File: config.mk
export PLATFORM = sky130hd
export DESIGN_NAME = countdown_display_flat
export DESIGN_NICKNAME = d
export VERILOG_FILES = /design/src/rtl/countdown_display_pkg.sv /design/src/rtl/countdown_display_if.sv /design/src/rtl/countdown_display_bin2bcd_seq.sv /design/src/rtl/countdown_display.sv /design/src/flat_wrapper.sv
export SDC_FILE = /design/constraint.sdc
export NUM_CORES = 1
export LEC_CHECK = 0
export CAP_MARGIN = 20
export CORE_UTILIZATION = 40
export CTS_CLUSTER_DIAMETER = 40
export DETAILED_ROUTE_END_ITERATION = 10
export GPL_ROUTABILITY_DRIVEN = 0
export PLACE_DENSITY = 0.55
export SYNTH_ARGS = -nofsm -noshare
export SYNTH_HDL_FRONTEND = slang
export SYNTH_SLANG_ARGS = --single-unit
File: constraint.sdc
create_clock -name clk -period 3.9 [get_ports clk]
set_clock_uncertainty 0.15 [all_clocks]
set_input_delay 0.585 -clock clk [delete_from_list [all_inputs] [get_ports clk]]
set_output_delay 0.585 -clock clk [all_outputs]
set_load 0.02 [all_outputs]
File: src/rtl/countdown_display_pkg.sv
// Shared types and constants for the countdown display:
// BCD nibbles, seven-segment codes and converter states.
package countdown_display_pkg;

    localparam int DIGITS = 3;

    typedef logic [3:0] bcd_t;

    localparam logic [6:0] SEG_0     = 7'h3F;
    localparam logic [6:0] SEG_1     = 7'h06;
    localparam logic [6:0] SEG_2     = 7'h5B;
    localparam logic [6:0] SEG_3     = 7'h4F;
    localparam logic [6:0] SEG_4     = 7'h66;
    localparam logic [6:0] SEG_5     = 7'h6D;
    localparam logic [6:0] SEG_6     = 7'h7D;
    localparam logic [6:0] SEG_7     = 7'h07;
    localparam logic [6:0] SEG_8     = 7'h7F;
    localparam logic [6:0] SEG_9     = 7'h6F;
    localparam logic [6:0] SEG_BLANK = 7'h00;

    typedef enum logic [1:0] {
        ST_IDLE,
        ST_SHIFT,
        ST_COMMIT
    } conv_state_t;

    function automatic logic [6:0] seg_decode(bcd_t d);
        case (d)
            4'd0:    return SEG_0;
            4'd1:    return SEG_1;
            4'd2:    return SEG_2;
            4'd3:    return SEG_3;
            4'd4:    return SEG_4;
            4'd5:    return SEG_5;
            4'd6:    return SEG_6;
            4'd7:    return SEG_7;
            4'd8:    return SEG_8;
            4'd9:    return SEG_9;
            default: return SEG_BLANK;
        endcase
    endfunction

endpackage

File: src/rtl/countdown_display_if.sv
// Timer-to-display bundle: time/done in, BCD and segment pins out.
interface countdown_display_if;
    logic [7:0]  time_left;
    logic        done;
    logic [11:0] bcd_out;
    logic        bcd_valid;
    logic [2:0]  an;
    logic [6:0]  seg;

    modport master (
        output time_left, done,
        input  bcd_out, bcd_valid, an, seg
    );

    modport slave (
        input  time_left, done,
        output bcd_out, bcd_valid, an, seg
    );
endinterface

File: src/rtl/countdown_display_bin2bcd_seq.sv
// Sequential double-dabble: 8-bit binary to three BCD digits
// in one load cycle, eight shift cycles and one commit cycle.
module bin2bcd_seq (
    input  logic        clk,
    input  logic        reset,
    input  logic [7:0]  bin_in,
    input  logic        start,
    output logic [11:0] bcd,
    output logic        bcd_valid,
    output logic        busy
);
    import countdown_display_pkg::*;

    conv_state_t state;
    logic [19:0] sr;
    logic [19:0] adj;
    logic [2:0]  iter;

    // add 3 to each BCD nibble >= 5 before the shift
    always_comb begin
        adj = sr;
        for (int i = 0; i < DIGITS; i++) begin
            if (sr[8 + 4*i +: 4] >= 4'd5)
                adj[8 + 4*i +: 4] = sr[8 + 4*i +: 4] + 4'd3;
        end
    end

    assign busy = (state != ST_IDLE);

    always_ff @(posedge clk) begin
        if (reset) begin
            state     <= ST_IDLE;
            sr        <= '0;
            iter      <= '0;
            bcd       <= '0;
            bcd_valid <= 1'b0;
        end else begin
            bcd_valid <= 1'b0;
            case (state)
                ST_IDLE: begin
                    if (start) begin
                        sr    <= {12'h000, bin_in};
                        iter  <= '0;
                        state <= ST_SHIFT;
                    end
                end
                ST_SHIFT: begin
                    sr   <= {adj[18:0], 1'b0};
                    iter <= iter + 3'd1;
                    if (iter == 3'd7)
                        state <= ST_COMMIT;
                end
                ST_COMMIT: begin
                    bcd       <= sr[19:8];
                    bcd_valid <= 1'b1;
                    state     <= ST_IDLE;
                end
                default: state <= ST_IDLE;
            endcase
        end
    end

endmodule

File: src/rtl/countdown_display.sv
// Countdown display: change-triggered BCD conversion, 3-digit
// multiplexed scan with leading-zero blanking and done blink.
module countdown_display #(
    parameter int SCAN_DIV       = 50000,
    parameter int BLINK_DIV      = 12500000,
    parameter bit SEG_ACTIVE_LOW = 1'b0
) (
    input  logic clk,
    input  logic reset,
    countdown_display_if.slave bus
);
    import countdown_display_pkg::*;

    localparam int SW = $clog2(SCAN_DIV + 1);
    localparam int BW = $clog2(BLINK_DIV + 1);
    localparam logic [SW-1:0] SCAN_LAST  = SW'(SCAN_DIV - 1);
    localparam logic [BW-1:0] BLINK_LAST = BW'(BLINK_DIV - 1);
    localparam logic [2:0] AN_INV  = SEG_ACTIVE_LOW ? 3'b111 : 3'b000;
    localparam logic [6:0] SEG_INV = SEG_ACTIVE_LOW ? 7'h7F : 7'h00;

    logic [7:0]    last_value;
    logic          primed;
    logic          start;
    logic [11:0]   conv_bcd;
    logic          conv_valid;
    logic          busy;
    logic [11:0]   bcd_q;
    logic          valid_q;
    logic [SW-1:0] scan_cnt;
    logic [1:0]    scan_idx;
    logic [1:0]    idx_n;
    logic [BW-1:0] blink_cnt;
    logic          blink_on;
    logic          on_n;
    logic [2:0]    an_n;
    logic [6:0]    seg_n;
    logic [2:0]    an_q;
    logic [6:0]    seg_q;
    bcd_t          digit;
    logic          blank;

    assign start = !busy && (!primed || bus.time_left != last_value);

    bin2bcd_seq u_conv (
        .clk       (clk),
        .reset     (reset),
        .bin_in    (bus.time_left),
        .start     (start),
        .bcd       (conv_bcd),
        .bcd_valid (conv_valid),
        .busy      (busy)
    );

    // display is built from next-cycle index/phase so it moves with them
    always_comb begin
        idx_n = scan_idx;
        if (scan_cnt == SCAN_LAST)
            idx_n = (scan_idx == 2'd2) ? 2'd0 : scan_idx + 2'd1;
        on_n = 1'b1;
        if (bus.done)
            on_n = (blink_cnt == BLINK_LAST) ? !blink_on : blink_on;
        digit = bcd_q[3:0];
        blank = 1'b0;
        an_n  = 3'b001;
        unique case (1'b1)
            (idx_n == 2'd0): begin
                digit = bcd_q[3:0];
                blank = 1'b0;
                an_n  = 3'b001;
            end
            (idx_n == 2'd1): begin
                digit = bcd_q[7:4];
                blank = (bcd_q[11:8] == 4'd0) && (bcd_q[7:4] == 4'd0);
                an_n  = 3'b010;
            end
            default: begin
                digit = bcd_q[11:8];
                blank = (bcd_q[11:8] == 4'd0);
                an_n  = 3'b100;
            end
        endcase
        seg_n = seg_decode(digit);
        if (blank || !on_n) begin
            an_n  = 3'b000;
            seg_n = SEG_BLANK;
        end
    end

    always_ff @(posedge clk) begin
        if (reset) begin
            last_value <= '0;
            primed     <= 1'b0;
            bcd_q      <= '0;
            valid_q    <= 1'b0;
            scan_cnt   <= '0;
            scan_idx   <= '0;
            blink_cnt  <= '0;
            blink_on   <= 1'b1;
            an_q       <= 3'b001 ^ AN_INV;
            seg_q      <= SEG_0 ^ SEG_INV;
        end else begin
            if (start) begin
                last_value <= bus.time_left;
                primed     <= 1'b1;
            end
            valid_q <= conv_valid;
            if (conv_valid)
                bcd_q <= conv_bcd;
            scan_cnt <= (scan_cnt == SCAN_LAST) ? '0 : scan_cnt + 1'b1;
            scan_idx <= idx_n;
            if (bus.done)
                blink_cnt <= (blink_cnt == BLINK_LAST) ? '0 : blink_cnt + 1'b1;
            else
                blink_cnt <= '0;
            blink_on <= on_n;
            an_q     <= an_n ^ AN_INV;
            seg_q    <= seg_n ^ SEG_INV;
        end
    end

    assign bus.bcd_out   = bcd_q;
    assign bus.bcd_valid = valid_q;
    assign bus.an        = an_q;
    assign bus.seg       = seg_q;

endmodule

File: src/flat_wrapper.sv
// flat-port wrapper written by rule: the top's interface ports become plain ports
module countdown_display_flat import countdown_display_pkg::*;
#(
    parameter int SCAN_DIV       = 50000,
    parameter int BLINK_DIV      = 12500000,
    parameter bit SEG_ACTIVE_LOW = 1'b0
)
  (clk, reset, bus_time_left, bus_done, bus_bcd_out, bus_bcd_valid, bus_an, bus_seg);
  countdown_display_if bus_i ();
  input  logic clk;
  input  logic reset;
  input wire logic [$bits(bus_i.time_left)-1:0] bus_time_left;
  input wire logic [$bits(bus_i.done)-1:0] bus_done;
  output wire logic [$bits(bus_i.bcd_out)-1:0] bus_bcd_out;
  output wire logic [$bits(bus_i.bcd_valid)-1:0] bus_bcd_valid;
  output wire logic [$bits(bus_i.an)-1:0] bus_an;
  output wire logic [$bits(bus_i.seg)-1:0] bus_seg;
  assign bus_i.time_left = bus_time_left;
  assign bus_i.done = bus_done;
  assign bus_bcd_out = bus_i.bcd_out;
  assign bus_bcd_valid = bus_i.bcd_valid;
  assign bus_an = bus_i.an;
  assign bus_seg = bus_i.seg;
  countdown_display #(.SCAN_DIV(SCAN_DIV), .BLINK_DIV(BLINK_DIV), .SEG_ACTIVE_LOW(SEG_ACTIVE_LOW)) u_core (.clk(clk), .reset(reset), .bus(bus_i));
endmodule
==> qor.yml <==
worstMarginPinSlew_ns: 0.933
fin_crit_sh_pct: 77.2
grt_overflow: 0
synth-edff-count: 0
crit_type: "reg -> reg"
ioPinCount: 34
dp_cells: 774
ys_ff_latch: 113
p_leak_nw: 2.24
p_per_area_nw_per_um2: 445
fillCellCount: 1194
clock_latency_ns: 0.41
path_buf_inv: 0
outcome: "finished, final reports clean"
endpoint_kind: "flop"
maxCapViolations: 0
numPortBuffers: 33
vias_per_cell: 5.08
ir_worst_vdd_v: 0.000242
grt_pass1_vias: 3787
num_vias: 4090
synth_area_leaders: "dfxtp_1 (44%), nor2_1 (6.1%), a21oi_1 (4.8%), xnor2_1 (4.8%), nand2_1 (4.3%)"
cts-root-buf: "clkbuf_16"
cts.sinks: 113
dr.pass1.iters: 4
fp-row-count: 41
setup_viol: 0
cp_cell_sequence: "ha_1, and3_2, and4_1, xnor2_1, o22a_1, or2_2, and2_1, ha_1, or4b_1, o21ai_1"
start_util_pct: 41.0
cts_tree: "done"
hold_class: "reg -> reg"
startpoint_type: "flop"
synth_async_sr_flop_share_pct: 0
final.min_clock_period_ns: 3.01
grt_max_degree: 66
synth_cells: 593
syn_area_um2: 5150
wl_um: 10900
drive_above_1_share_pct: 8.53
fmax_mhz: 332
holdWs_ns: 0.301
clk_pin_slew_worst_paths_ns: 0.05
fp.dieH_um: 115
synth_top_cell_by_area: "dfxtp_1"
synth_top_area_share_pct: 43.9
ant_nets: 0
yosys_warnings: 0
die-width_um: 115
grt_pass1_wl_um: 17900
yosysSeqAreaShare_pct: 43.9
cts_setup_buffers: 0
drv_slew: 0
drc_errors: 0
rsz0062_at_grt: "false"
reg2reg_slack_ns: 0.89
antenna_found_initial: 0
cp_common_cell: "ha_1"
dr.first_iter.drc_count: 187
gr-usage-all-layers_pct: 17.5
syn_to_final_growth_pct: 19.6
slowest_delay_ns: 0.51
placed_area_um2: 5600
design_area_um2: 6150
ctsResizeCount: 0
most-common-layout-cells: "dfxtp_1 (113), nor2_1 (83), nand2_1 (59)"
synthFlopType: "dfxtp_1"
stdcell_count: 805
postSynthAreaPerCell_um2: 8.68
cp.required_ns: 4.09
avgRoutedWirePerCell_um: 13.5
max-slew-margin-rel_pct: 37.6
cts.path.max_buffers: 2
mostFrequentLayoutCell: "dfxtp_1"
arrival_ns: 3.20
final.setup.tns_ns: 0
die-area_um2: 13300
worst_path_max_delay_cell: "or4b_1"
core-area_um2: 12600
fin_nets: 649
path_max_fanout: 8
cp_top_family: "simple AND/OR/NAND/NOR gates"
hold_viol_final: 0
cts_buffers: 17
htree_levels: 4
cts_hold_buf: 0
antenna_cells: 0
syn_nets: 621
hpwl_um: 7450
ys_types: 64
## sequential cells by signal (all words and copies together) (netlist names)
name / cells
u_core.u_conv.bcd_valid: 1
u_core.last_value: 8
u_core.blink_on: 1
u_core.bus.an: 3
u_core.u_conv.bcd: 12
u_core.u_conv.iter: 3
u_core.scan_idx: 2
u_core.bus.bcd_out: 12
u_core.scan_cnt: 16
u_core.bus.seg: 7
u_core.primed: 1
u_core.bus.bcd_valid: 1
u_core.u_conv.sr: 20
u_core.u_conv.state: 2
u_core.blink_cnt: 24
## report_power, final
| part | switching [mW] | leakage, nW | internal, mW | total (mW) |
|---|---|---|---|---|
| Sequential | 0.0136 | 0.917 | 1.18 | 1.19 |
| Clock | 0.505 | 0.282 | 0.919 | 1.42 |
| Combinational | 0.0755 | 1.04 | 0.0470 | 0.123 |
## cell usage after synthesis (2+ instances only)
| master | instances |
|---|---|
| a211oi_1 | 2 |
| a21oi_1 | 49 |
| a221oi_1 | 7 |
| a31oi_1 | 2 |
| and2_1 | 3 |
| and2_2 | 2 |
| and3_1 | 8 |
| and3_2 | 3 |
| and4_1 | 5 |
| buf_1 | 4 |
| buf_6 | 2 |
| clkbuf_1 | 19 |
| clkbuf_4 | 2 |
| dfxtp_1 | 113 |
| ha_1 | 17 |
| inv_1 | 22 |
| mux2i_1 | 16 |
| nand2_1 | 59 |
| nand2b_1 | 8 |
| nand3_1 | 33 |
| nand4_1 | 8 |
| nor2_1 | 83 |
| nor2b_1 | 5 |
| nor3_1 | 10 |
| nor4_1 | 3 |
| o211a_1 | 2 |
| o21ai_0 | 18 |
| o31ai_1 | 3 |
| or3_1 | 7 |
| xnor2_1 | 28 |
| xor2_1 | 17 |
## cells by family after synthesis
kind of cell	share of synthesized area, %
adder cells (fa/ha/maj)	4.13
multiplexers	3.60
AND/OR/NAND/NOR	24.8
flip-flops	43.9
AO/OA/AOI/OAI	11.8
XOR/XNOR	7.66
buffers and inverters	4.08
## worst paths after layout
check | startpoint | end | cells past startpoint
hold / removal | u_core.scan_cnt[0]$_SDFF_PP0_ | u_core.scan_cnt[0]$_SDFF_PP0_ | 1
setup / recovery | u_core.scan_cnt[0]$_SDFF_PP0_ | u_core.bus.seg[6]$_SDFF_PP0_ | 10
setup reg to reg | u_core.scan_cnt[0]$_SDFF_PP0_ | u_core.bus.seg[6]$_SDFF_PP0_ | 10
hold reg to reg | u_core.scan_cnt[0]$_SDFF_PP0_ | u_core.scan_cnt[0]$_SDFF_PP0_ | 1
## worst register-to-register path, delay by kind of cell (launching register included)
| kind | cells | cell delay [ns] |
|---|---|---|
| AND/OR/NAND/NOR | 5 | 1.61 |
| adder cells (fa/ha/maj) | 2 | 0.38 |
| flip-flops | 1 | 0.35 |
| AO/OA/AOI/OAI | 2 | 0.31 |
| XOR/XNOR | 1 | 0.14 |
## per-stage QoR
step | power, mW | utilization, % | setup WS, ns
floorplan | 1.29 | - | 1.03
global placement | 1.34 | 44.6 | 0.967
detailed placement | 1.34 | 44.6 | 0.895
CTS | 2.77 | 49.0 | 0.889
global route | 2.84 | 49.0 | 0.708
finish | 2.74 | 49.0 | 0.889
## metal layers
metal | global-route usage [%] | share of wire [%]
met5 | 0 | 0
met4 | 7.79 | 1.7
met3 | 4.81 | 3.2
met2 | 27.8 | 46
met1 | 22.2 | 49
## final cells by class
type / instances / area [um2] / area share, %
clock inverters: 5 / 25.0 / 0.407
multi-input cells: 430 / 2690 / 43.7
inverters: 23 / 86.3 / 1.40
repair buffers: 36 / 348 / 5.65
clock buffers: 26 / 529 / 8.60
flip-flops and latches: 113 / 2260 / 36.8
well taps: 172 / 215 / 3.50
Note: power is estimated with default switching activity, not from simulation.
